<file path="config.mk">
export PLATFORM = sky130hd
export DESIGN_NAME = alu_sequencer
export DESIGN_NICKNAME = d
export VERILOG_FILES = /design/src/rtl/alu_seq_pkg.sv /design/src/rtl/alu_rr_arbiter.sv /design/src/rtl/alu_sequencer.sv
export SDC_FILE = /design/constraint.sdc
export NUM_CORES = 1
export LEC_CHECK = 0
export BUFFER_PORTS_ARGS = -buffer_cell sky130_fd_sc_hd__buf_2
export CORE_UTILIZATION = 48
export CTS_CLUSTER_DIAMETER = 30
export CTS_CLUSTER_SIZE = 20
export DETAILED_ROUTE_END_ITERATION = 6
export PLACE_DENSITY = 0.84
export SLEW_MARGIN = 20
export SYNTH_ARGS = -nofsm -noshare
export SYNTH_HDL_FRONTEND = slang
export SYNTH_HIERARCHICAL = 1
export SYNTH_SLANG_ARGS = --single-unit
</file>
<file path="constraint.sdc">
create_clock -name clk -period 4.95 [get_ports clk]
set_input_delay 0.7425 -clock clk [delete_from_list [all_inputs] [get_ports clk]]
set_output_delay 0.7425 -clock clk [all_outputs]
set_load 0.02 [all_outputs]
</file>
<file path="src/rtl/alu_seq_pkg.sv">
// rtl/alu_seq_pkg.sv - opcodes, one-hot ALU control words and FSM encodings for alu_sequencer
//
// Purpose: shared constants and decode helpers for the ALU sequencer slice.
//   OP_*      4-bit request opcodes (0..10 legal, 11..15 illegal)
//   CTL_*     one-hot ALU control words, bit order
//             {B15to0,AandB,AorB,notB,shlB,shrB,AaddB,AsubB,AmulB,AcmpB}
//   ST_*      sequencer state encodings
//   op2ctl    opcode -> control word, 0 for illegal opcodes
//   op_sets_carry  opcodes whose ALU carry-out updates the carry flag

package alu_seq_pkg;

  localparam logic [3:0] OP_PASSB = 4'd0;
  localparam logic [3:0] OP_AND   = 4'd1;
  localparam logic [3:0] OP_OR    = 4'd2;
  localparam logic [3:0] OP_NOTB  = 4'd3;
  localparam logic [3:0] OP_SHL   = 4'd4;
  localparam logic [3:0] OP_SHR   = 4'd5;
  localparam logic [3:0] OP_ADD   = 4'd6;
  localparam logic [3:0] OP_SUB   = 4'd7;
  localparam logic [3:0] OP_MUL   = 4'd8;
  localparam logic [3:0] OP_CMP   = 4'd9;
  localparam logic [3:0] OP_ADC   = 4'd10;

  localparam logic [9:0] CTL_B15TO0 = 10'b10_0000_0000;
  localparam logic [9:0] CTL_AANDB  = 10'b01_0000_0000;
  localparam logic [9:0] CTL_AORB   = 10'b00_1000_0000;
  localparam logic [9:0] CTL_NOTB   = 10'b00_0100_0000;
  localparam logic [9:0] CTL_SHLB   = 10'b00_0010_0000;
  localparam logic [9:0] CTL_SHRB   = 10'b00_0001_0000;
  localparam logic [9:0] CTL_AADDB  = 10'b00_0000_1000;
  localparam logic [9:0] CTL_ASUBB  = 10'b00_0000_0100;
  localparam logic [9:0] CTL_AMULB  = 10'b00_0000_0010;
  localparam logic [9:0] CTL_ACMPB  = 10'b00_0000_0001;

  localparam logic [1:0] ST_IDLE = 2'd0;
  localparam logic [1:0] ST_EXEC = 2'd1;
  localparam logic [1:0] ST_RESP = 2'd2;

  // ADC has no ALU line of its own: it uses the adder with alu_cin driven
  // from the carry flag. A zero word therefore uniquely marks an illegal op.
  function automatic logic [9:0] op2ctl(input logic [3:0] op);
    logic [9:0] ctl;
    case (op)
      OP_PASSB: ctl = CTL_B15TO0;
      OP_AND:   ctl = CTL_AANDB;
      OP_OR:    ctl = CTL_AORB;
      OP_NOTB:  ctl = CTL_NOTB;
      OP_SHL:   ctl = CTL_SHLB;
      OP_SHR:   ctl = CTL_SHRB;
      OP_ADD:   ctl = CTL_AADDB;
      OP_SUB:   ctl = CTL_ASUBB;
      OP_MUL:   ctl = CTL_AMULB;
      OP_CMP:   ctl = CTL_ACMPB;
      OP_ADC:   ctl = CTL_AADDB;
      default:  ctl = 10'b0;
    endcase
    return ctl;
  endfunction

  function automatic logic op_sets_carry(input logic [3:0] op);
    return (op == OP_ADD) || (op == OP_SUB) || (op == OP_ADC) || (op == OP_CMP);
  endfunction

endpackage

</file>
<file path="src/rtl/alu_rr_arbiter.sv">
// rtl/alu_rr_arbiter.sv - two-way round-robin arbiter for the ALU sequencer
//
// Purpose: picks one of two requesters; on a tie the requester named by prio
//   wins, and every accepted grant hands priority to the other requester.
// Ports:
//   clk     in   1  clock, rising edge
//   rst     in   1  synchronous active-high reset (prio -> 0)
//   valid   in   2  {req1_valid, req0_valid}
//   accept  in   1  the current grant is being taken this cycle
//   grant   out  2  one-hot (or zero) grant, combinational
//   prio    out  1  requester that wins the next tie

module alu_rr_arbiter (
  input  logic       clk,
  input  logic       rst,
  input  logic [1:0] valid,
  input  logic       accept,
  output logic [1:0] grant,
  output logic       prio
);

  always_comb begin
    grant = valid;
    if (valid == 2'b11) begin
      grant = prio ? 2'b10 : 2'b01;
    end
  end

  // grant[1] is the winner's id, so the loser gets priority next time.
  always_ff @(posedge clk) begin
    if (rst) begin
      prio <= 1'b0;
    end else if (accept) begin
      prio <= ~grant[1];
    end
  end

endmodule

</file>
<file path="src/rtl/alu_sequencer.sv">
// rtl/alu_sequencer.sv - shares one combinational 16-bit ALU between two requesters
//
// Purpose: arbitrates two valid/ready requesters round-robin, registers the
//   operands and one-hot control word towards the ALU, holds MUL for
//   MUL_CYCLES cycles, and returns result/zero/carry/id on a valid/ready
//   response channel. Illegal opcodes are answered with resp_err=1.
// Ports:
//   clk, rst                  clock (rising edge), synchronous active-high reset
//   reqN_valid/ready          request handshake, N = 0/1; ready is combinational
//   reqN_op/a/b               opcode and operands, held stable until ready
//   resp_valid/ready          response handshake
//   resp_id/data/z/c/err      requester id, captured ALU result and flags, illegal-op flag
//   alu_a/alu_b/alu_ctl/alu_cin   registered drive into the ALU
//   alu_out/alu_cout/alu_zout     combinational ALU results
//   busy                      sequencer is not idle

module alu_sequencer
  import alu_seq_pkg::*;
#(
  parameter int WIDTH      = 16,
  parameter int MUL_CYCLES = 3
) (
  input  logic             clk,
  input  logic             rst,
  input  logic             req0_valid,
  output logic             req0_ready,
  input  logic [3:0]       req0_op,
  input  logic [WIDTH-1:0] req0_a,
  input  logic [WIDTH-1:0] req0_b,
  input  logic             req1_valid,
  output logic             req1_ready,
  input  logic [3:0]       req1_op,
  input  logic [WIDTH-1:0] req1_a,
  input  logic [WIDTH-1:0] req1_b,
  output logic             resp_valid,
  input  logic             resp_ready,
  output logic             resp_id,
  output logic [WIDTH-1:0] resp_data,
  output logic             resp_z,
  output logic             resp_c,
  output logic             resp_err,
  output logic [WIDTH-1:0] alu_a,
  output logic [WIDTH-1:0] alu_b,
  output logic [9:0]       alu_ctl,
  output logic             alu_cin,
  input  logic [WIDTH-1:0] alu_out,
  input  logic             alu_cout,
  input  logic             alu_zout,
  output logic             busy
);

  // cnt counts remaining EXEC cycles minus one; MUL loads MUL_CYCLES-1.
  localparam int CW = (MUL_CYCLES > 1) ? $clog2(MUL_CYCLES) : 1;
  localparam logic [CW-1:0] CNT_MUL = CW'(MUL_CYCLES - 1);

  logic [1:0]       state;
  logic [CW-1:0]    cnt;
  logic             id_q;
  logic             upd_carry;
  logic             carry_flag;

  logic [1:0]       grant;
  logic             prio;
  logic             accept;

  logic             sel;
  logic [3:0]       sel_op;
  logic [WIDTH-1:0] sel_a;
  logic [WIDTH-1:0] sel_b;
  logic [9:0]       sel_ctl;
  logic             sel_illegal;

  alu_rr_arbiter u_arb (
    .clk    (clk),
    .rst    (rst),
    .valid  ({req1_valid, req0_valid}),
    .accept (accept),
    .grant  (grant),
    .prio   (prio)
  );

  assign req0_ready = (state == ST_IDLE) & grant[0];
  assign req1_ready = (state == ST_IDLE) & grant[1];
  assign accept     = req0_ready | req1_ready;

  assign sel         = grant[1];
  assign sel_op      = sel ? req1_op : req0_op;
  assign sel_a       = sel ? req1_a  : req0_a;
  assign sel_b       = sel ? req1_b  : req0_b;
  assign sel_ctl     = op2ctl(sel_op);
  assign sel_illegal = (sel_ctl == 10'b0);

  assign resp_valid = (state == ST_RESP);
  assign busy       = (state != ST_IDLE);

  always_ff @(posedge clk) begin
    if (rst) begin
      state      <= ST_IDLE;
      cnt        <= '0;
      id_q       <= 1'b0;
      upd_carry  <= 1'b0;
      carry_flag <= 1'b0;
      alu_a      <= '0;
      alu_b      <= '0;
      alu_ctl    <= 10'b0;
      alu_cin    <= 1'b0;
      resp_id    <= 1'b0;
      resp_data  <= '0;
      resp_z     <= 1'b0;
      resp_c     <= 1'b0;
      resp_err   <= 1'b0;
    end else begin
      case (state)
        ST_IDLE: begin
          if (accept) begin
            alu_a     <= sel_a;
            alu_b     <= sel_b;
            alu_cin   <= (sel_op == OP_ADC) & carry_flag;
            id_q      <= sel;
            upd_carry <= op_sets_carry(sel_op);
            cnt       <= (sel_op == OP_MUL) ? CNT_MUL : '0;
            if (sel_illegal) begin
              // Nothing to execute: answer straight away with zeroed data/flags.
              alu_ctl   <= 10'b0;
              resp_id   <= sel;
              resp_data <= '0;
              resp_z    <= 1'b0;
              resp_c    <= 1'b0;
              resp_err  <= 1'b1;
              state     <= ST_RESP;
            end else begin
              alu_ctl <= sel_ctl;
              state   <= ST_EXEC;
            end
          end
        end

        ST_EXEC: begin
          if (cnt == '0) begin
            resp_id   <= id_q;
            resp_data <= alu_out;
            resp_z    <= alu_zout;
            resp_c    <= alu_cout;
            resp_err  <= 1'b0;
            alu_ctl   <= 10'b0;
            if (upd_carry) begin
              carry_flag <= alu_cout;
            end
            state <= ST_RESP;
          end else begin
            cnt <= cnt - CW'(1);
          end
        end

        ST_RESP: begin
          if (resp_ready) begin
            state <= ST_IDLE;
          end
        end

        default: begin
          state <= ST_IDLE;
        end
      endcase
    end
  end

endmodule

</file>
==> results_tabular.tex, run 1 <==
\begin{tabular}{lr}
\hline
Metric & Value \\
\hline
\multicolumn{2}{l}{\textbf{Outcome}} \\
Status & finished, final reports clean \\
\multicolumn{2}{l}{\textbf{STA}} \\
Worst-case hold slack & about 460 ps \\
Slack of the critical path & roughly 2300 ps \\
Finish-stage setup viols & 0 \\
Worst relative slew slack & 29.8\% \\
Endpoints failing hold & 0 \\
Setup TNS & 0 ps \\
Min Tclk post-route & between 2000 and 3000 ps \\
Worst-case clock skew & around 6.2 ps \\
Part of the cycle the worst path needs & a little over half \\
Setup repair after global routing missed its margin & no \\
Slew Limit Fails & 0 \\
Fmax & approximately 380 MHz \\
Worst Tran Pin Value & roughly 1100 ps \\
\multicolumn{2}{l}{\textbf{Setup path}} \\
Critical-path cell list & buf\_2, a21boi\_0, o21ai\_1, inv\_2, o2111ai\_1, o31ai\_1 \\
Reg2reg end & resp\_data[11] \\
Startpoint Class & input port \\
Worst endpoint data arrival time & between 2000 and 3000 ps \\
Cells on worst reg2reg path & 6 \\
Slowest-stage cell, CP & inv\_2 \\
Max stage delay on crit path & between 800 and 900 ps \\
Setup CP Type & in -> reg \\
Number of stages on the worst setup path & 6 \\
Required time at the worst-slack endpoint & 5180 ps \\
Register-to-register path setup slack & 2450 ps \\
Worst path top cell family by delay & compound AO/OA/AOI/OAI gates \\
Capturing element type of the critical path & flip-flop \\
Max Fanout on Critical Path & 71 \\
Total buffers and inverters traversed by the critical path & 2 \\
Launching point of the worst reg2reg path & u\_arb/prio \\
\multicolumn{2}{l}{\textbf{Power and ir drop}} \\
Peak ir drop on the vdd network & about 0.24 mV \\
Net Switching & 601 uW \\
Power density over the cells & 430 nW/um\^{}2 \\
Share of power burned in combinational logic & 30.3\% \\
Relative contribution of sequential cells to total power & 40.5\% \\
Net switching share of the total power & between 30 and 40\% \\
Pint & $\sim$1100 uW \\
Static Leak & slightly below 0.002 uW \\
Clock power frac & between 20 and 30\% \\
\multicolumn{2}{l}{\textbf{Place}} \\
Number of placed cells counting well taps & $\sim$530 \\
Final Wtd Congestion & between 0.9 and 1 \\
Cell area reported after detailed placement & 3810 sq um \\
Quantity of I/O buffers inserted on ports & 161 \\
Detail Placement HPWL & between 5000 and 6000 microns \\
Placement Setup Slack & approximately 2000 ps \\
\multicolumn{2}{l}{\textbf{Global route}} \\
Number of global-route vias before repair & between 2000 and 3000 \\
Grt total ovfl & 0 \\
Pin count of the biggest net entering global routing & 72 \\
Global routing usage summed across all routing layers & a little under a quarter \\
First-pass GRT wire length & between 10000 and 15000 microns \\
Initial antenna violation count & 0 \\
\multicolumn{2}{l}{\textbf{Logic synthesis}} \\
Ys flop type & dfxtp\_1 \\
Nets in the synthesized netlist & around 410 \\
Syn Area/Cell & between 9 and 10 sq um \\
Proportion of netlist area held by the largest area contributor & between 40\% and 50\% \\
Cell accounting for the most synthesized area & dfxtp\_1 \\
Summed instance area of the synthesized netlist & approximately 3000 sq um \\
Number of flip-flops and latches in the synthesized netlist & 71 \\
Largest cells by area after synthesis & dfxtp\_1 (47\%), mux2i\_1 (12\%), a211oi\_1 (8.5\%) \\
Portion of the post-synthesis area used by sequential elements & 47.3\% \\
Distinct cell type count of the synthesized netlist & a little over 40 \\
Gate count after technology mapping & 315 \\
Ys async rst share & 0\% \\
Number of synthesized flops with an enable pin & 0 \\
Count of warnings emitted by yosys & 6 \\
\multicolumn{2}{l}{\textbf{CTS}} \\
Clk pin slew, worst setup/hold paths & $\sim$80 ps \\
\# hold bufs at CTS & 0 \\
Worst-case clock buffer depth & 2 \\
Clock sink count & 71 \\
Post\_cts resized & 0 \\
Number of buffers created by CTS & 9 \\
Maximum level of the CTS H-tree & 3 \\
CTS tree & built \\
Clock Latency Late Sink & roughly 330 ps \\
Buffer count from post-CTS setup fixing & 0 \\
Clock tree root driver cell & clkbuf\_8 \\
\multicolumn{2}{l}{\textbf{Final layout}} \\
Commonest cells after routing, fill and taps aside & buf\_2 (161), dfxtp\_1 (71), nor2\_1 (45) \\
Final nets & 561 \\
Final instance count without filler cells & 545 \\
Register Area & $\sim$1400 sq um \\
Number of fill cells in the layout & around 500 \\
Syn-to-layout area delta & 34.2\% \\
Share of cells above drive strength 1 & about 39\% \\
Multi-input gate area & 1440 sq um \\
ANT cells & 0 \\
Final standard cell area without fillers & approximately 4000 sq um \\
Most common cell after layout, fill and taps aside & buf\_2 \\
\multicolumn{2}{l}{\textbf{Route}} \\
Initial DRT Pass Iterations & 4 \\
Routed wire length & $\sim$7500 microns \\
Via density per instance & between 5 and 6 \\
DR iter-0 viols & about 190 \\
Total via count after detailed routing & a little under 3000 \\
Number of design rule violations left after detail routing & 0 \\
Per-cell routed wire length & $\sim$14 microns \\
ANT nets after route & 0 \\
\multicolumn{2}{l}{\textbf{Worst hold path}} \\
Capture endpoint of the worst hold path & alu\_ctl[4] \\
Hold crit path type & reg -> reg \\
Hold path startpoint & alu\_ctl[4] \\
Hold path cells & 2 \\
\multicolumn{2}{l}{\textbf{Floorplan}} \\
Cell row count & 28 \\
Count of boundary I/O pins & roughly 160 \\
Floorplan die width & a little over 80 microns \\
Height of the chip & 81.2 microns \\
Area enclosed by the die boundary & 6590 sq um \\
Area of the placeable core & approximately 6000 sq um \\
Starting utilization of the core area & 50.2\% \\
\multicolumn{2}{l}{\textbf{Run}} \\
Number of maximum-capacitance violations & 0 \\
\hline
\end{tabular}
==> kinds of logic (layout without fill, tap and decap cells) <==
kind of cell	count (synthesis)	in the layout	share of synthesized area [%]
buffers and inverters	35	190	4.95
AO/OA/AOI/OAI	85	85	22.3
adder cells (fa/ha/maj)	1	1	0.416
multiplexers	36	36	12.0
AND/OR/NAND/NOR	87	87	13.1
flip-flops	71	71	47.3
==> metrics by stage <==
step | util, % | total power [uW]
6_report | 67.4 | 1740
5_1_grt | 67.4 | 1840
4_1_cts | 67.4 | 1750
3_5_place_dp | 63.7 | 1240
3_3_place_gp | 63.7 | 1230
2_1_floorplan | - | 1080
==> power by group through the flow <==
| stage | Combinational (uW) | Sequential (uW) | Clock (uW) |
|---|---|---|---|
| 6_report | 527 | 703 | 507 |
| 5_1_grt | 576 | 713 | 546 |
| 4_1_cts | 529 | 703 | 518 |
| 3_5_place_dp | 528 | 713 | 0 |
| 3_3_place_gp | 518 | 712 | 0 |
| 2_1_floorplan | 283 | 798 | 0 |
==> Yosys cell counts, drive strengths merged, types with 2 or more instances <==
master,n
dfxtp,71
a211oi,34
a311oi,2
mux2i,36
buf,10
nor3,3
inv,11
nand4,5
nor2,46
nand2,13
o32ai,4
and3,2
a32oi,4
a22o,18
nand3,5
and2,2
o31ai,2
a21oi,12
clkbuf,14
nand2b,4
nor2b,3
==> worst reg2reg max path: cells and delay by family (launching register included) <==
| kind | cells | cell delay (ps) |
|---|---|---|
| flip-flops | 1 | 370 |
| AO/OA/AOI/OAI | 3 | 1030 |
| AND/OR/NAND/NOR | 2 | 490 |
| multiplexers | 1 | 550 |
==> registers in the layout, indices dropped and copies added, names as in the netlist <==
signal and count:
alu_b 16, resp_z 1, resp_c 1, u_arb/prio 1, upd_carry 1, cnt 2, state 2, carry_flag 1
resp_id 1, alu_cin 1, id_q 1, alu_ctl 10, alu_a 16, resp_data 16, resp_err 1
==> area by class of cell <==
| type | instances | share of cell area (%) |
|---|---|---|
| Clock buffer | 9 | 3.07 |
| Sequential cell | 71 | 35.2 |
| Tap cell | 75 | 2.33 |
| Inverter | 11 | 1.02 |
| Timing Repair Buffer | 163 | 20.3 |
| Multi-Input combinational cell | 209 | 35.6 |
| Clock inverter | 7 | 2.39 |
==> routing by layer <==
layer	part of all wire (%)	vias to the layer above	global-route usage [%]
met2	47	130	37.1
met3	7.6	19	6.74
met4	2.4	0	12.7
met1	43	1297	28.5
met5	0	-	0
li1	-	1460	-
==> worst max path at each step <==
stage / start / end / slack (ps)
after global placement: req0_valid / resp_data[11] / 2140
after detailed placement: req0_valid / resp_data[11] / 2040
final: req1_valid / upd_carry / 2300
after global routing: req1_valid / upd_carry / 2120
after CTS: req1_valid / upd_carry / 2370
after floorplan: req0_valid / req1_ready / 2270
No activity file was read; power rests on OpenSTA's default activity.
==> run 2, diff against run 1 <==
Settings changed: CORE_UTILIZATION 48 to 40, PLACE_DENSITY 0.84 to 0.75.
Clock period 4.95 ns to 2.4 ns, I/O delays scaled along.
==> run 2 against run 1 <==
Effect of this change:
- sequential power is 110% higher
- critical path depth stayed put
- highest routed layer unchanged
- non-clock buffer count is 9 higher
- critical endpoint is now req1_ready
==> results_tabular.tex, run 2 (synthesized netlist as in run 1, its figures left out) <==
\begin{tabular}{lr}
\hline
Metric & Value \\
\hline
\multicolumn{2}{l}{\textbf{Global route}} \\
Initial antenna violation count & 0 \\
First-pass GRT wire length & 12000 microns \\
Number of global-route vias before repair & between 2000 and 3000 \\
Grt total ovfl & 0 \\
Pin count of the biggest net entering global routing & between 50 and 60 \\
Global routing usage summed across all routing layers & around a fifth \\
\multicolumn{2}{l}{\textbf{STA}} \\
Worst-case clock skew & about 13 ps \\
Endpoints failing hold & 0 \\
Finish-stage setup viols & 0 \\
Setup TNS & 0 ps \\
Min Tclk post-route & around 2200 ps \\
Worst Tran Pin Value & between 600 and 700 ps \\
Slack of the critical path & roughly 150 ps \\
Worst-case hold slack & 231 ps \\
Fmax & around 440 MHz \\
Part of the cycle the worst path needs & around 94\% \\
Worst relative slew slack & between 50\% and 60\% \\
Slew Limit Fails & 0 \\
Setup repair after global routing missed its margin & no \\
\multicolumn{2}{l}{\textbf{Setup path}} \\
Worst path top cell family by delay & simple AND/OR/NAND/NOR gates \\
Startpoint Class & flip-flop \\
Capturing element type of the critical path & primary output \\
Setup CP Type & reg -> out \\
Worst setup startpoint & u\_arb/prio \\
Total buffers and inverters traversed by the critical path & 3 \\
Max stage delay on crit path & between 300 and 400 ps \\
Worst endpoint data arrival time & roughly 1900 ps \\
Required time at the worst-slack endpoint & 2040 ps \\
Slowest-stage cell, CP & dfxtp\_1 \\
Critical-path cell list & nand2b\_1, and2\_2, buf\_4, buf\_12, and2\_1, buf\_2 \\
Max Fanout on Critical Path & 33 \\
Launching point of the worst reg2reg path & u\_arb/prio \\
\multicolumn{2}{l}{\textbf{Worst hold path}} \\
Hold crit path type & in -> reg \\
Hold path startpoint & alu\_out[9] \\
\multicolumn{2}{l}{\textbf{CTS}} \\
Buffer count from post-CTS setup fixing & 0 \\
Worst-case clock buffer depth & 2 \\
Clock tree root driver cell & clkbuf\_8 \\
Clock Latency Late Sink & 340 ps \\
CTS tree & built \\
Clock sink count & 71 \\
Maximum level of the CTS H-tree & 3 \\
Number of buffers created by CTS & 9 \\
Clk pin slew, worst setup/hold paths & roughly 90 ps \\
\multicolumn{2}{l}{\textbf{Final layout}} \\
Commonest cells after routing, fill and taps aside & buf\_2 (161), dfxtp\_1 (71), nor2\_1 (45) \\
ANT cells & 0 \\
Final nets & 570 \\
Share of cells above drive strength 1 & $\sim$40\% \\
Syn-to-layout area delta & 37.9\% \\
Register Area & around 1400 sq um \\
Top Registers & alu\_a: 16 flops, alu\_b: 16 flops, resp\_data: 16 flops \\
Number of fill cells in the layout & between 600 and 700 \\
Multi-input gate area & between 1000 and 1500 sq um \\
Most common cell after layout, fill and taps aside & buf\_2 \\
\multicolumn{2}{l}{\textbf{Power and ir drop}} \\
Share of power burned in combinational logic & 32.0\% \\
Relative contribution of sequential cells to total power & between 40\% and 50\% \\
Power density over the cells & between 800 and 900 nW/um\^{}2 \\
Peak ir drop on the vdd network & around 0.38 mV \\
Net switching share of the total power & a little over a third \\
Static Leak & 0.00199 uW \\
Pint & between 2000 and 2500 uW \\
Clock power frac & between 20\% and 30\% \\
Net Switching & 1270 uW \\
\multicolumn{2}{l}{\textbf{Floorplan}} \\
Area enclosed by the die boundary & 7870 sq um \\
Area of the placeable core & roughly 7300 sq um \\
Floorplan die width & a little under 90 microns \\
Count of boundary I/O pins & 162 \\
Height of the chip & about 89 microns \\
Cell row count & 31 \\
Starting utilization of the core area & about two fifths \\
\multicolumn{2}{l}{\textbf{Run}} \\
Number of maximum-capacitance violations & 0 \\
\multicolumn{2}{l}{\textbf{Place}} \\
Placement Setup Slack & about 40 ps \\
Quantity of I/O buffers inserted on ports & 161 \\
Detail Placement HPWL & 5660 microns \\
Final Wtd Congestion & 0.930 \\
\multicolumn{2}{l}{\textbf{Route}} \\
Per-cell routed wire length & $\sim$13 microns \\
Initial DRT Pass Iterations & 4 \\
Number of design rule violations left after detail routing & 0 \\
Via density per instance & between 5 and 6 \\
DR iter-0 viols & 100 \\
Total via count after detailed routing & $\sim$2900 \\
Routed wire length & $\sim$7600 microns \\
ANT nets after route & 0 \\
\multicolumn{2}{l}{\textbf{Outcome}} \\
Status & finished, final reports clean \\
\hline
\end{tabular}
-- run 2: final timing paths --
| kind | end | depth (start not counted) | slack [ps] |
|---|---|---|---|
| worst min register to register | alu_ctl[3] | 2 | 460 |
| worst max register to register | resp_data[1] | 6 | 310 |
| worst min-delay path | resp_data[9] | 2 | 230 |
| worst max-delay path | req1_ready | 6 | 150 |
-- run 2: final cells by class --
cell class,instances,area share [%]
Clock buffer,9,2.99
Clock inverter,7,1.90
Inverter,11,0.995
Multi-Input combinational cell,209,34.8
Sequential cell,71,34.3
Tap cell,99,2.99
Timing Repair Buffer,172,22.0
-- run 2: power groups by stage --
stage          Clock, uW  Combinational [uW]  Sequential (uW)
2_1_floorplan          0                 585             1650
3_3_place_gp           0                1120             1470
3_5_place_dp           0                1140             1470
4_1_cts              996                1140             1450
5_1_grt             1050                1260             1470
6_report             967                1140             1450
-- run 2: repair_timing --
item                                    4_1_cts  5_1_grt
hold buffers                                  0        0
endpoints found under the setup margin        1       19
gates resized for setup                       1        4
-- run 2: metal layers --
| metal | wire (microns) | global-route usage (%) |
|---|---|---|
| met1 | 3400 | 24.0 |
| met4 | 80 | 8.36 |
| met3 | 511 | 5.60 |
| met2 | 3640 | 32.2 |
| met5 | 0 | 0 |
-- run 2: metrics by stage --
step / power [uW] / util (%) / cell area (sq um) / std cells
final: 3560 / 57.2 / 4150 / 578
after detailed placement: 2610 / 54.1 / 3930 / 562
after CTS: 3590 / 57.0 / 4130 / 578
after global routing: 3780 / 57.2 / 4150 / 578
after floorplan: 2230 / - / 3010 / 315
after global placement: 2590 / 54.1 / 3930 / 562
==> run 3, diff against run 2 <==
Settings changed: ABC_AREA set to 1, CAP_MARGIN set to 20, CORE_UTILIZATION 40 to 41.
==> run 3 against run 2 <==
Effect of this change:
- final cell count rose by 23%
- synthesized cell count rose by 44%
- register-to-register slack improved by 150 ps
- critical endpoint unchanged
- hold slack improved by 23 ps
- via count rose by 21%
- largest cell class unchanged
- utilization rose by 0.76 points
==> results_tabular.tex, run 3 <==
\begin{tabular}{lr}
\hline
Metric & Value \\
\hline
\multicolumn{2}{l}{\textbf{Outcome}} \\
Status & finished, final reports clean \\
\multicolumn{2}{l}{\textbf{Logic synthesis}} \\
Ys async rst share & 0\% \\
Number of flip-flops and latches in the synthesized netlist & 71 \\
Count of warnings emitted by yosys & 6 \\
Most common library cells after synthesis & nand2\_1 (125), dfxtp\_1 (71), o21ai\_0 (49) \\
Syn Area/Cell & 6.96 sq um \\
Ys flop type & dfxtp\_1 \\
Portion of the post-synthesis area used by sequential elements & a little under half \\
Distinct cell type count of the synthesized netlist & 29 \\
Largest cells by area after synthesis & dfxtp\_1 (45\%), nand2\_1 (15\%), o21ai\_0 (7.8\%) \\
Number of synthesized flops with an enable pin & 0 \\
Cell accounting for the most synthesized area & dfxtp\_1 \\
Nets in the synthesized netlist & 549 \\
Gate count after technology mapping & 453 \\
Most frequent cell after synthesis & nand2\_1 \\
Summed instance area of the synthesized netlist & approximately 3200 sq um \\
Proportion of netlist area held by the largest area contributor & 45.1\% \\
\multicolumn{2}{l}{\textbf{Final layout}} \\
Share of cells above drive strength 1 & around a third \\
Most common cell after layout, fill and taps aside & buf\_2 \\
Top Registers & alu\_a: 16 flops, alu\_b: 16 flops, resp\_data: 16 flops \\
Commonest cells after routing, fill and taps aside & buf\_2 (161), nand2\_1 (125), dfxtp\_1 (71) \\
Number of fill cells in the layout & approximately 710 \\
ANT cells & 0 \\
Syn-to-layout area delta & 34.7\% \\
Register Area & approximately 1400 sq um \\
Multi-input gate area & around 1500 sq um \\
Final standard cell area without fillers & $\sim$4200 sq um \\
Final nets & approximately 700 \\
\multicolumn{2}{l}{\textbf{STA}} \\
Setup TNS & 0 ps \\
Finish-stage setup viols & 0 \\
Fmax & $\sim$470 MHz \\
Worst relative slew slack & between 60\% and 70\% \\
Setup repair after global routing missed its margin & no \\
Endpoints failing hold & 0 \\
Slew Limit Fails & 0 \\
Part of the cycle the worst path needs & 89.1\% \\
Worst-case clock skew & between 9 and 10 ps \\
Worst Tran Pin Value & 558 ps \\
Min Tclk post-route & 2140 ps \\
\multicolumn{2}{l}{\textbf{Setup path}} \\
Capturing element type of the critical path & primary output \\
Launching point of the worst reg2reg path & u\_arb/prio \\
Max stage delay on crit path & around 350 ps \\
Total buffers and inverters traversed by the critical path & 4 \\
Max Fanout on Critical Path & 34 \\
Startpoint Class & flip-flop \\
Required time at the worst-slack endpoint & slightly above 2000 ps \\
Reg2reg end & resp\_data[2] \\
Cells on worst reg2reg path & 12 \\
Register-to-register path setup slack & 460 ps \\
Worst endpoint data arrival time & between 1500 and 2000 ps \\
Slowest-stage cell, CP & dfxtp\_1 \\
Worst path top cell family by delay & buffers and inverters \\
Setup CP Type & reg -> out \\
Critical-path cell list & inv\_1, a21boi\_4, inv\_2, buf\_4, nor2\_1, buf\_2 \\
\multicolumn{2}{l}{\textbf{Route}} \\
Via density per instance & $\sim$4.9 \\
ANT nets after route & 0 \\
Per-cell routed wire length & about 12 microns \\
Routed wire length & roughly 8600 microns \\
DR iter-0 viols & 135 \\
Total via count after detailed routing & approximately 3500 \\
Number of design rule violations left after detail routing & 0 \\
Initial DRT Pass Iterations & 5 \\
\multicolumn{2}{l}{\textbf{Power and ir drop}} \\
Power density over the cells & approximately 1300 nW/um\^{}2 \\
Share of power burned in combinational logic & 48.9\% \\
Static Leak & between 0.002 and 0.0025 uW \\
Relative contribution of sequential cells to total power & 33.7\% \\
Pint & 2990 uW \\
Net switching share of the total power & between 40\% and 50\% \\
Net Switching & between 2000 and 2500 uW \\
Peak ir drop on the vdd network & roughly 0.45 mV \\
Clock power frac & 17.4\% \\
\multicolumn{2}{l}{\textbf{Global route}} \\
First-pass GRT wire length & 13400 microns \\
Number of global-route vias before repair & between 3000 and 4000 \\
Met2 Resource Use GR & between 30\% and 40\% \\
Pin count of the biggest net entering global routing & 70 \\
Highest-utilization routing layer at the global route stage & met2 \\
Global routing met1 resource utilization & about a quarter \\
Global routing usage summed across all routing layers & between 20\% and 30\% \\
Met3 routing resource usage after global routing & under 10\% \\
Grt total ovfl & 0 \\
Initial antenna violation count & 0 \\
\multicolumn{2}{l}{\textbf{CTS}} \\
Clock tree root driver cell & clkbuf\_8 \\
Maximum level of the CTS H-tree & 3 \\
Number of buffers created by CTS & 9 \\
CTS tree & built \\
Clock Latency Late Sink & between 300 and 400 ps \\
Clock sink count & 71 \\
Clk pin slew, worst setup/hold paths & 80 ps \\
Worst-case clock buffer depth & 2 \\
\multicolumn{2}{l}{\textbf{Place}} \\
Quantity of I/O buffers inserted on ports & about 160 \\
Detail Placement HPWL & 6050 microns \\
Cell area reported after detailed placement & around 4000 sq um \\
Final Wtd Congestion & about 0.85 \\
\multicolumn{2}{l}{\textbf{Worst hold path}} \\
Hold path cells & 3 \\
Hold crit path type & in -> reg \\
Hold path startpoint & alu\_out[12] \\
Capture endpoint of the worst hold path & resp\_data[12] \\
\multicolumn{2}{l}{\textbf{Floorplan}} \\
Count of boundary I/O pins & $\sim$160 \\
Area of the placeable core & $\sim$7300 sq um \\
Floorplan die width & 89.7 microns \\
Height of the chip & around 90 microns \\
Starting utilization of the core area & between 40\% and 50\% \\
Area enclosed by the die boundary & 8050 sq um \\
Cell row count & 31 \\
\multicolumn{2}{l}{\textbf{Run}} \\
Number of maximum-capacitance violations & 0 \\
\hline
\end{tabular}
run 3: cell types whose count changed in the layout (fill, tap and decap cells not counted), moves of 14 or more:
| cell | previous run | this run |
|---|---|---|
| nand2_1 | 13 | 125 |
| o21ai_0 | 0 | 49 |
| mux2i_1 | 36 | 0 |
| a211oi_1 | 34 | 1 |
| a31oi_1 | 1 | 34 |
| inv_1 | 10 | 31 |
| a22o_1 | 18 | 0 |
| a21oi_1 | 11 | 25 |
run 3: cells by family after synthesis:
group / count (synthesis) / share of synthesized area, %
and+or+nand+nor: 204 / 26.2
adders and majority gates: 1 / 0.397
AOI/OAI and AO/OA: 114 / 20.0
buffers and inverters: 63 / 8.29
DFF: 71 / 45.1
run 3: worst min-delay path, stage by stage:
cell     delay [ps]
buf_2            70
nand4_1          70
nand2_1          60
run 3: worst max-delay path by stage:
stage	startpoint	end	slack (ps)	cells after the start
finish	u_arb/prio	req1_ready	260	6
global placement	req0_valid	resp_data[0]	290	13
detailed placement	req0_valid	resp_data[5]	180	13
CTS	u_arb/prio	req1_ready	170	6
floorplan	req1_valid	resp_c	520	12
global route	u_arb/prio	req1_ready	130	6
run 3: stage by stage:
step / setup WS, ps / power, uW / hold slack [ps] / util (%) / std cells
5_1_grt: 126 / 5950 / 261 / 57.9 / 712
3_3_place_gp: 289 / 4460 / 445 / 54.9 / 693
4_1_cts: 168 / 5500 / 244 / 57.6 / 709
2_1_floorplan: 518 / 3780 / 429 / - / 453
6_report: 262 / 5480 / 254 / 57.9 / 712
3_5_place_dp: 182 / 4530 / 447 / 54.9 / 693
run 3: routing by layer:
| metal | wire, microns | up-vias |
|---|---|---|
| met5 | 0 | - |
| met4 | 272 | 0 |
| met3 | 697 | 23 |
| met2 | 3890 | 158 |
| met1 | 3700 | 1540 |
| li1 | - | 1795 |
run 3: power by group through the flow:
stage                     sequential [uW]  combinational (uW)  clock (uW)
final                                1850                2680         954
after global routing                 1900                3020        1030
after CTS                            1850                2680         981
after detailed placement             1860                2670           0
after global placement               1850                2610           0
after floorplan                      2340                1440           0
run 3: cell type report:
| cell class | count | area share, % |
|---|---|---|
| clock inverters | 7 | 1.71 |
| multi-input cells | 319 | 35.0 |
| flip-flops and latches | 71 | 33.5 |
| inverters | 35 | 3.09 |
| clock buffers | 9 | 2.92 |
| well taps | 99 | 2.92 |
| repair buffers | 172 | 20.9 |
run 3: timing repair:
action                                  4_1_cts  5_1_grt
setup buffers                                 0        3
resized for setup                             0        1
hold endpoints to repair                      0        0
endpoints found under the setup margin        0        9
hold buffers                                  0        0
